==> config.mk <==
export PLATFORM = sky130hd
export DESIGN_NAME = uc_jogo_principal_param
export DESIGN_NICKNAME = d
export VERILOG_FILES = /design/src/rtl/uc_jogo_pkg.sv /design/src/rtl/contador_vidas_nivel.sv /design/src/rtl/uc_jogo_principal_param.sv
export SDC_FILE = /design/constraint.sdc
export NUM_CORES = 1
export LEC_CHECK = 0
export ABC_AREA = 1
export CORE_ASPECT_RATIO = 0.9
export CORE_MARGIN = 2
export CORE_UTILIZATION = 40
export CTS_BUF_LIST = sky130_fd_sc_hd__clkbuf_16
export DETAILED_ROUTE_END_ITERATION = 6
export PLACE_DENSITY_LB_ADDON = 0.25
export SYNTH_ARGS = -nofsm -noshare
export SYNTH_HDL_FRONTEND = slang
export SYNTH_SLANG_ARGS = --single-unit
export TNS_END_PERCENT = 100
==> constraint.sdc <==
create_clock -name clock -period 1.6 [get_ports clock]
set_input_delay 0.32 -clock clock [delete_from_list [all_inputs] [get_ports clock]]
set_output_delay 0.32 -clock clock [all_outputs]
set_load 0.02 [all_outputs]
==> src/rtl/uc_jogo_pkg.sv <==
// uc_jogo_pkg: state encodings of the main game controller, shared with the debug display decoder
package uc_jogo_pkg;
  localparam int W_DB = 5;
  typedef enum logic [W_DB-1:0] {
    INICIAL           = 5'h0,
    INICIALIZA        = 5'h1,
    ESPERA_JOGADA     = 5'h2,
    REGISTRA_JOGADA   = 5'h3,
    TERMINA_MOV       = 5'h4,
    ESPERA_REG_TIROS  = 5'h5,
    FIM_JOGO          = 5'h6,
    INICIA_REG_TIROS  = 5'h7,
    ESPERA_SALVAMENTO = 5'h8,
    PAUSA             = 5'h9,
    ERRO              = 5'hF
  } estado_t;
endpackage

==> src/rtl/contador_vidas_nivel.sv <==
// contador_vidas_nivel: lives, hit and level counters with saturation and the hit-and-level-up rule
module contador_vidas_nivel
  import uc_jogo_pkg::*;
#(
  parameter int VIDAS_INICIAIS    = 3,
  parameter int VIDAS_MAX         = 7,
  parameter int W_VIDAS           = 3,
  parameter int W_NIVEL           = 4,
  parameter int ACERTOS_POR_NIVEL = 8
) (
  input  logic               clock,
  input  logic               reset,
  input  logic               carregar,
  input  logic               conta,
  input  logic               colisao,
  input  logic               acerto,
  output logic [W_VIDAS-1:0] vidas,
  output logic [W_NIVEL-1:0] nivel
);
  localparam int W_AC = $clog2(ACERTOS_POR_NIVEL + 1);
  localparam logic [W_VIDAS-1:0] V_INI = W_VIDAS'(VIDAS_INICIAIS);
  localparam logic [W_VIDAS-1:0] V_MAX = W_VIDAS'(VIDAS_MAX);
  localparam logic [W_AC-1:0] AC_MAX = W_AC'(ACERTOS_POR_NIVEL);
  logic [W_VIDAS-1:0] vidas_q, vidas_d;
  logic [W_NIVEL-1:0] nivel_q, nivel_d;
  logic [W_AC-1:0] acertos_q, acertos_d, acertos_inc;
  logic sobe, perde;
  always_comb begin
    acertos_inc = acertos_q + W_AC'(acerto);
    sobe = conta && acertos_inc == AC_MAX;
    perde = conta && colisao;
    acertos_d = carregar ? '0 : !conta ? acertos_q : sobe ? '0 : acertos_inc;
    nivel_d = carregar ? '0 : (sobe && nivel_q != '1) ? nivel_q + W_NIVEL'(1) : nivel_q;
    // a hit on the level-up cycle cancels the bonus life, except at the ceiling where it still costs one
    vidas_d = carregar ? V_INI
      : (sobe && perde) ? (vidas_q == V_MAX ? V_MAX - W_VIDAS'(1) : vidas_q)
      : perde ? (vidas_q == '0 ? '0 : vidas_q - W_VIDAS'(1))
      : sobe ? (vidas_q >= V_MAX ? vidas_q : vidas_q + W_VIDAS'(1))
      : vidas_q;
  end
  always_ff @(posedge clock or posedge reset) begin
    if (reset) begin
      vidas_q <= '0;
      nivel_q <= '0;
      acertos_q <= '0;
    end else begin
      vidas_q <= vidas_d;
      nivel_q <= nivel_d;
      acertos_q <= acertos_d;
    end
  end
  assign vidas = vidas_q;
  assign nivel = nivel_q;
endmodule

==> src/rtl/uc_jogo_principal_param.sv <==
// uc_jogo_principal_param: main asteroids game controller with lives, levels, idle timeout and pause
module uc_jogo_principal_param
  import uc_jogo_pkg::*;
#(
  parameter int VIDAS_INICIAIS    = 3,
  parameter int VIDAS_MAX         = 7,
  parameter int W_VIDAS           = 3,
  parameter int W_NIVEL           = 4,
  parameter int ACERTOS_POR_NIVEL = 8,
  parameter int TIMEOUT_CICLOS    = 1000,
  parameter int CICLOS_SALVAMENTO = 2
) (
  input  logic               clock,
  input  logic               reset,
  input  logic               iniciar,
  input  logic               pausar,
  input  logic               ocorreu_jogada,
  input  logic               ocorreu_tiro,
  input  logic               colisao,
  input  logic               acerto,
  input  logic               fim_movimentacao_asteroides_e_tiros,
  input  logic               fim_registra_tiros,
  output logic               enable_reg_jogada,
  output logic               reset_reg_jogada,
  output logic               inicia_registra_tiros,
  output logic               inicia_movimentacao_asteroides_e_tiros,
  output logic               reset_contadores,
  output logic               reset_maquinas,
  output logic [W_VIDAS-1:0] vidas,
  output logic [W_NIVEL-1:0] nivel,
  output logic               pausado,
  output logic               pronto,
  output logic [W_DB-1:0]    db_estado
);
  localparam int W_TMO = $clog2(TIMEOUT_CICLOS);
  localparam int W_SV = $clog2(CICLOS_SALVAMENTO + 1);
  localparam logic [W_TMO-1:0] TMO_LIM = W_TMO'(TIMEOUT_CICLOS - 1);
  localparam logic [W_SV-1:0] SV_LIM = W_SV'(CICLOS_SALVAMENTO - 1);
  estado_t estado_q, estado_d;
  logic [W_TMO-1:0] tmo_q, tmo_d;
  logic [W_SV-1:0] sv_q, sv_d;
  logic sem_vidas, conta;
  contador_vidas_nivel #(
    .VIDAS_INICIAIS(VIDAS_INICIAIS), .VIDAS_MAX(VIDAS_MAX), .W_VIDAS(W_VIDAS),
    .W_NIVEL(W_NIVEL), .ACERTOS_POR_NIVEL(ACERTOS_POR_NIVEL)
  ) u_cnt (
    .clock(clock), .reset(reset), .carregar(estado_q == INICIALIZA), .conta(conta),
    .colisao(colisao), .acerto(acerto), .vidas(vidas), .nivel(nivel)
  );
  assign sem_vidas = vidas == '0;
  assign conta = !(estado_q inside {INICIAL, INICIALIZA, PAUSA, FIM_JOGO});
  always_comb begin
    estado_d = INICIAL;
    case (estado_q)
      INICIAL:           estado_d = iniciar ? INICIALIZA : INICIAL;
      INICIALIZA:        estado_d = ESPERA_JOGADA;
      ESPERA_JOGADA:     estado_d = sem_vidas ? FIM_JOGO : pausar ? PAUSA
                                  : ocorreu_jogada ? REGISTRA_JOGADA
                                  : tmo_q == TMO_LIM ? TERMINA_MOV : ESPERA_JOGADA;
      REGISTRA_JOGADA:   estado_d = ESPERA_SALVAMENTO;
      ESPERA_SALVAMENTO: estado_d = sv_q != SV_LIM ? ESPERA_SALVAMENTO : sem_vidas ? FIM_JOGO
                                  : ocorreu_tiro ? TERMINA_MOV : ESPERA_JOGADA;
      TERMINA_MOV:       estado_d = !fim_movimentacao_asteroides_e_tiros ? TERMINA_MOV
                                  : sem_vidas ? FIM_JOGO : INICIA_REG_TIROS;
      INICIA_REG_TIROS:  estado_d = ESPERA_REG_TIROS;
      ESPERA_REG_TIROS:  estado_d = fim_registra_tiros ? ESPERA_JOGADA : ESPERA_REG_TIROS;
      PAUSA:             estado_d = pausar ? ESPERA_JOGADA : PAUSA;
      FIM_JOGO:          estado_d = iniciar ? INICIALIZA : FIM_JOGO;
      default:           estado_d = INICIAL;
    endcase
    // the idle count survives a pause so the forced move resumes where it left off
    tmo_d = estado_q != ESPERA_JOGADA ? tmo_q
          : !(estado_d inside {ESPERA_JOGADA, PAUSA}) ? '0
          : tmo_q == TMO_LIM ? tmo_q : tmo_q + W_TMO'(1);
    sv_d = (estado_q == ESPERA_SALVAMENTO && estado_d == ESPERA_SALVAMENTO) ? sv_q + W_SV'(1) : '0;
  end
  always_ff @(posedge clock or posedge reset) begin
    if (reset) begin
      estado_q <= INICIAL;
      tmo_q <= '0;
      sv_q <= '0;
    end else begin
      estado_q <= estado_d;
      tmo_q <= tmo_d;
      sv_q <= sv_d;
    end
  end
  assign enable_reg_jogada = estado_q == REGISTRA_JOGADA;
  assign reset_reg_jogada = estado_q inside {INICIALIZA, FIM_JOGO};
  assign reset_contadores = estado_q inside {INICIALIZA, FIM_JOGO};
  assign reset_maquinas = estado_q inside {INICIALIZA, FIM_JOGO};
  assign inicia_registra_tiros = estado_q == INICIA_REG_TIROS;
  assign inicia_movimentacao_asteroides_e_tiros = estado_q == ESPERA_JOGADA;
  assign pausado = estado_q == PAUSA;
  assign pronto = estado_q == FIM_JOGO;
  assign db_estado = estado_q;
endmodule

==> qor.txt <==
Status -> finished, violations left
Violated checks -> setup timing
Total number of vias -> 2,074
GR met1 Demand/Resource -> 0.287
Syn_nets -> 298
Die height -> 71.5 um
Area share of and/or/nand/nor cells after synthesis -> 0.357
Clock Latency Late Sink -> 0.26 ns
Io pins -> 30
CP max FO -> 7
#FFs+latches synth -> 27
CP Data Arrival Time -> 2.06 ns
Layout Nets -> 385
Clk sink count -> 27
Routed Antenna Nets -> 0
Die footprint -> 5650 um2
Initial antenna violation count -> 0
Largest net degree at the start of global routing -> 28
CP Capture Type -> flop
PortBufs -> 28
Syn Std Cell Area -> 2020 um2
RSZ-0062 raised after global routing -> true
XOR/XNOR share of the synthesized area -> 0.0476
Peak supply drop -> 0.780 mV
Die width -> 79.0 um
Vias in the first global route -> 2,059
Worst Clk Skew -> 0.00290 ns
Synth area leader -> dfrtp_1
Fin. Hold Viols -> 0
P&R area growth vs syn -> 60.0%
Clk root buf -> clkbuf_16
CTS HTree Levels -> 1
Mean Syn Cell Area -> 7.26 um2
TritonRoute pass-1 iters -> 6
Fin util -> 0.666
Main combinational cell family by area after synthesis -> simple AND/OR/NAND/NOR gates
Global-route wire length before repair -> 9400 um
Overflow after GRT -> 0
Total power -> 5.01 mW
Complex-gate fraction of the synthesized area -> 0.0890
Crit Path Category -> reg -> reg
Max-cap violations -> 0
Post-layout min period -> 1.85 ns
Core Area -> 4860 um2
GP Congestion -> 0.828
Proportion of synthesized area in mux cells -> 0
Worst Hold Class -> in -> async
Finish-stage setup viols -> 24
CTS tree -> built
Fin worst setup slack -> -0.252 ns
Ranking of synthesized cells by area -> dfrtp_1 (33%), nand2_1 (11%), inv_1 (8.2%)
Final slew viol count -> 0
Netlist cell types -> 32
GR peak layer -> met2
Total global-route track usage -> 0.207
Initial DRC count -> 113
Fin area -> 3240 um2
Tcrit/Tclk final -> 1.16
# diodes -> 0
Clock buffer depth -> 2
Area share of fa/ha/maj cells after synthesis -> 0.0556
Placed Area -> 2730 um2
Sum of negative setup slack -> -3.54 ns
Drc violations -> 0
Power Density -> 1550 nW/um2
FP Rows -> 24
Share of cells above drive strength 1 -> 0.430
DR WL/cell -> 12.6 um
Met2 Use GR -> 0.352
Synth Instances -> 279
Number of buffers created by CTS -> 3
Routed WL -> 5400 um
Post-DP HPWL -> 3640 um
Fmax -> 0.540 GHz
Starting Density -> 0.416
CP Launch Type -> flop
Vias per inst -> 4.82
Top cell type's share of synthesized area -> 0.334
Worst Path Required -> 1.80 ns
M3 GR Usage -> 0.0315
Seq/Total Area, Yosys -> 0.334
Filler cell count -> 398
P_leak -> 1.67 nW
Clk slew on worst S/H paths -> 0.07 ns
Synth warnings -> 0
==> timing repair <==
action,4_1_cts,5_1_grt
hold buffers,0,0
gates resized for setup,88,46
pin swaps,20,23
cloned,2,0
setup endpoints to repair,36,26
setup buffers,11,7
==> per-stage QoR <==
| stage | hold WS, ns | worst slack, ns | std cells |
|---|---|---|---|
| floorplan | 0.372 | -0.0983 | 279 |
| global route | 0.477 | -0.380 | 430 |
| CTS | 0.426 | -0.227 | 424 |
| finish | 0.417 | -0.252 | 430 |
| global placement | 0.420 | -0.492 | 407 |
| detailed placement | 0.439 | -0.554 | 407 |
==> worst max-delay path: stages (launching register included) <==
cell and delay, ns:
dfrtp_2 0.48, buf_6 0.15, o211ai_1 0.18, nand2_1 0.10, nor2_2 0.17, nand2_2 0.08, o21bai_1 0.20, nand3_2 0.16
nand2_4 0.13, nand2_2 0.07, nand2_2 0.06
==> registers in the layout, indices dropped and copies added, names as in the netlist <==
register         flops
db_estado            4
u_cnt.nivel          4
tmo_q               10
u_cnt.acertos_q      4
sv_q                 2
u_cnt.vidas          3
==> final timing paths <==
kind,start,depth (start not counted),to,slack [ns]
setup / recovery,db_estado[1],10,tmo_q[6],-0.25
hold / removal,reset,3,tmo_q[8],0.42
setup reg to reg,db_estado[1],10,tmo_q[6],-0.25
hold reg to reg,sv_q[0],1,sv_q[0],0.48
max in group asynchronous,reset,3,u_cnt.vidas[0],0.90
min in group clock,sv_q[0],1,sv_q[0],0.48
==> layout by cell type, fill, tap and decap left out, types with 2 or more instances in the layout <==
| master | n |
|---|---|
| nand3_1 | 14 |
| nor2_4 | 10 |
| nand3_4 | 5 |
| xor2_1 | 8 |
| nand4_1 | 15 |
| dlygate4sd2_1 | 11 |
| nor2_2 | 5 |
| clkbuf_16 | 3 |
| buf_6 | 21 |
| a21oi_1 | 2 |
| nand3_2 | 7 |
| inv_4 | 3 |
| o21ai_1 | 4 |
| nand2_2 | 14 |
| nor3_1 | 2 |
| dfrtp_1 | 21 |
| o211ai_1 | 2 |
| buf_4 | 46 |
| o21bai_1 | 2 |
| inv_2 | 13 |
| nand2_4 | 7 |
| inv_1 | 33 |
| nand2_1 | 46 |
| nor4_1 | 2 |
| o21ai_4 | 4 |
| o21ai_0 | 6 |
| nor2_1 | 21 |
| ha_4 | 3 |
| clkdlybuf4s50_1 | 8 |
| dfrtp_2 | 6 |
| ha_1 | 6 |
==> cell usage after synthesis <==
| cell | instances |
|---|---|
| nand3_1 | 21 |
| o31ai_1 | 2 |
| nand2_1 | 61 |
| nor2_1 | 29 |
| buf_4 | 3 |
| inv_1 | 44 |
| o2111ai_1 | 1 |
| nor3_1 | 2 |
| dfrtp_1 | 27 |
| o21bai_1 | 2 |
| nand4_1 | 15 |
| nand3_2 | 4 |
| inv_2 | 6 |
| o21ai_2 | 1 |
| o211ai_1 | 2 |
| nand2_2 | 6 |
| xor2_1 | 10 |
| o21ai_1 | 4 |
| o21ai_4 | 2 |
| nor4_1 | 2 |
| nor2_2 | 2 |
| xnor2_1 | 1 |
| nand3_4 | 1 |
| a31o_2 | 1 |
| buf_6 | 1 |
| o21ai_0 | 7 |
| nor2_4 | 5 |
| a31oi_1 | 1 |
| conb_1 | 1 |
| ha_1 | 9 |
| a21oi_1 | 3 |
| clkbuf_1 | 3 |
==> area by class of cell <==
class	instances	area, um2	share of cell area
inverters	50	203	0.0626
well taps	65	81.3	0.0251
flip-flops and latches	27	683	0.211
repair buffers	87	763	0.236
multi-input cells	197	1430	0.441
clock inverters	1	5.00	0.00155
clock buffers	3	75.1	0.0232
==> metal layers <==
metal  share of wire  vias up
li1                -     1063
met1            0.46      966
met2            0.50       41
met3           0.035        4
met4          0.0063        0
met5               0        -
==> cells by family after synthesis <==
family / after synthesis
adder cells (fa/ha/maj): 9
XOR/XNOR: 11
AND/OR/NAND/NOR: 148
buffers and inverters: 57
flip-flops: 27
other: 1
AO/OA/AOI/OAI: 26
==> power breakdown <==
part / internal [mW] / switching, mW
logic: 1.49 / 1.86
registers: 0.862 / 0.213
clock network: 0.338 / 0.241
Note: power is estimated with default switching activity, not from simulation.
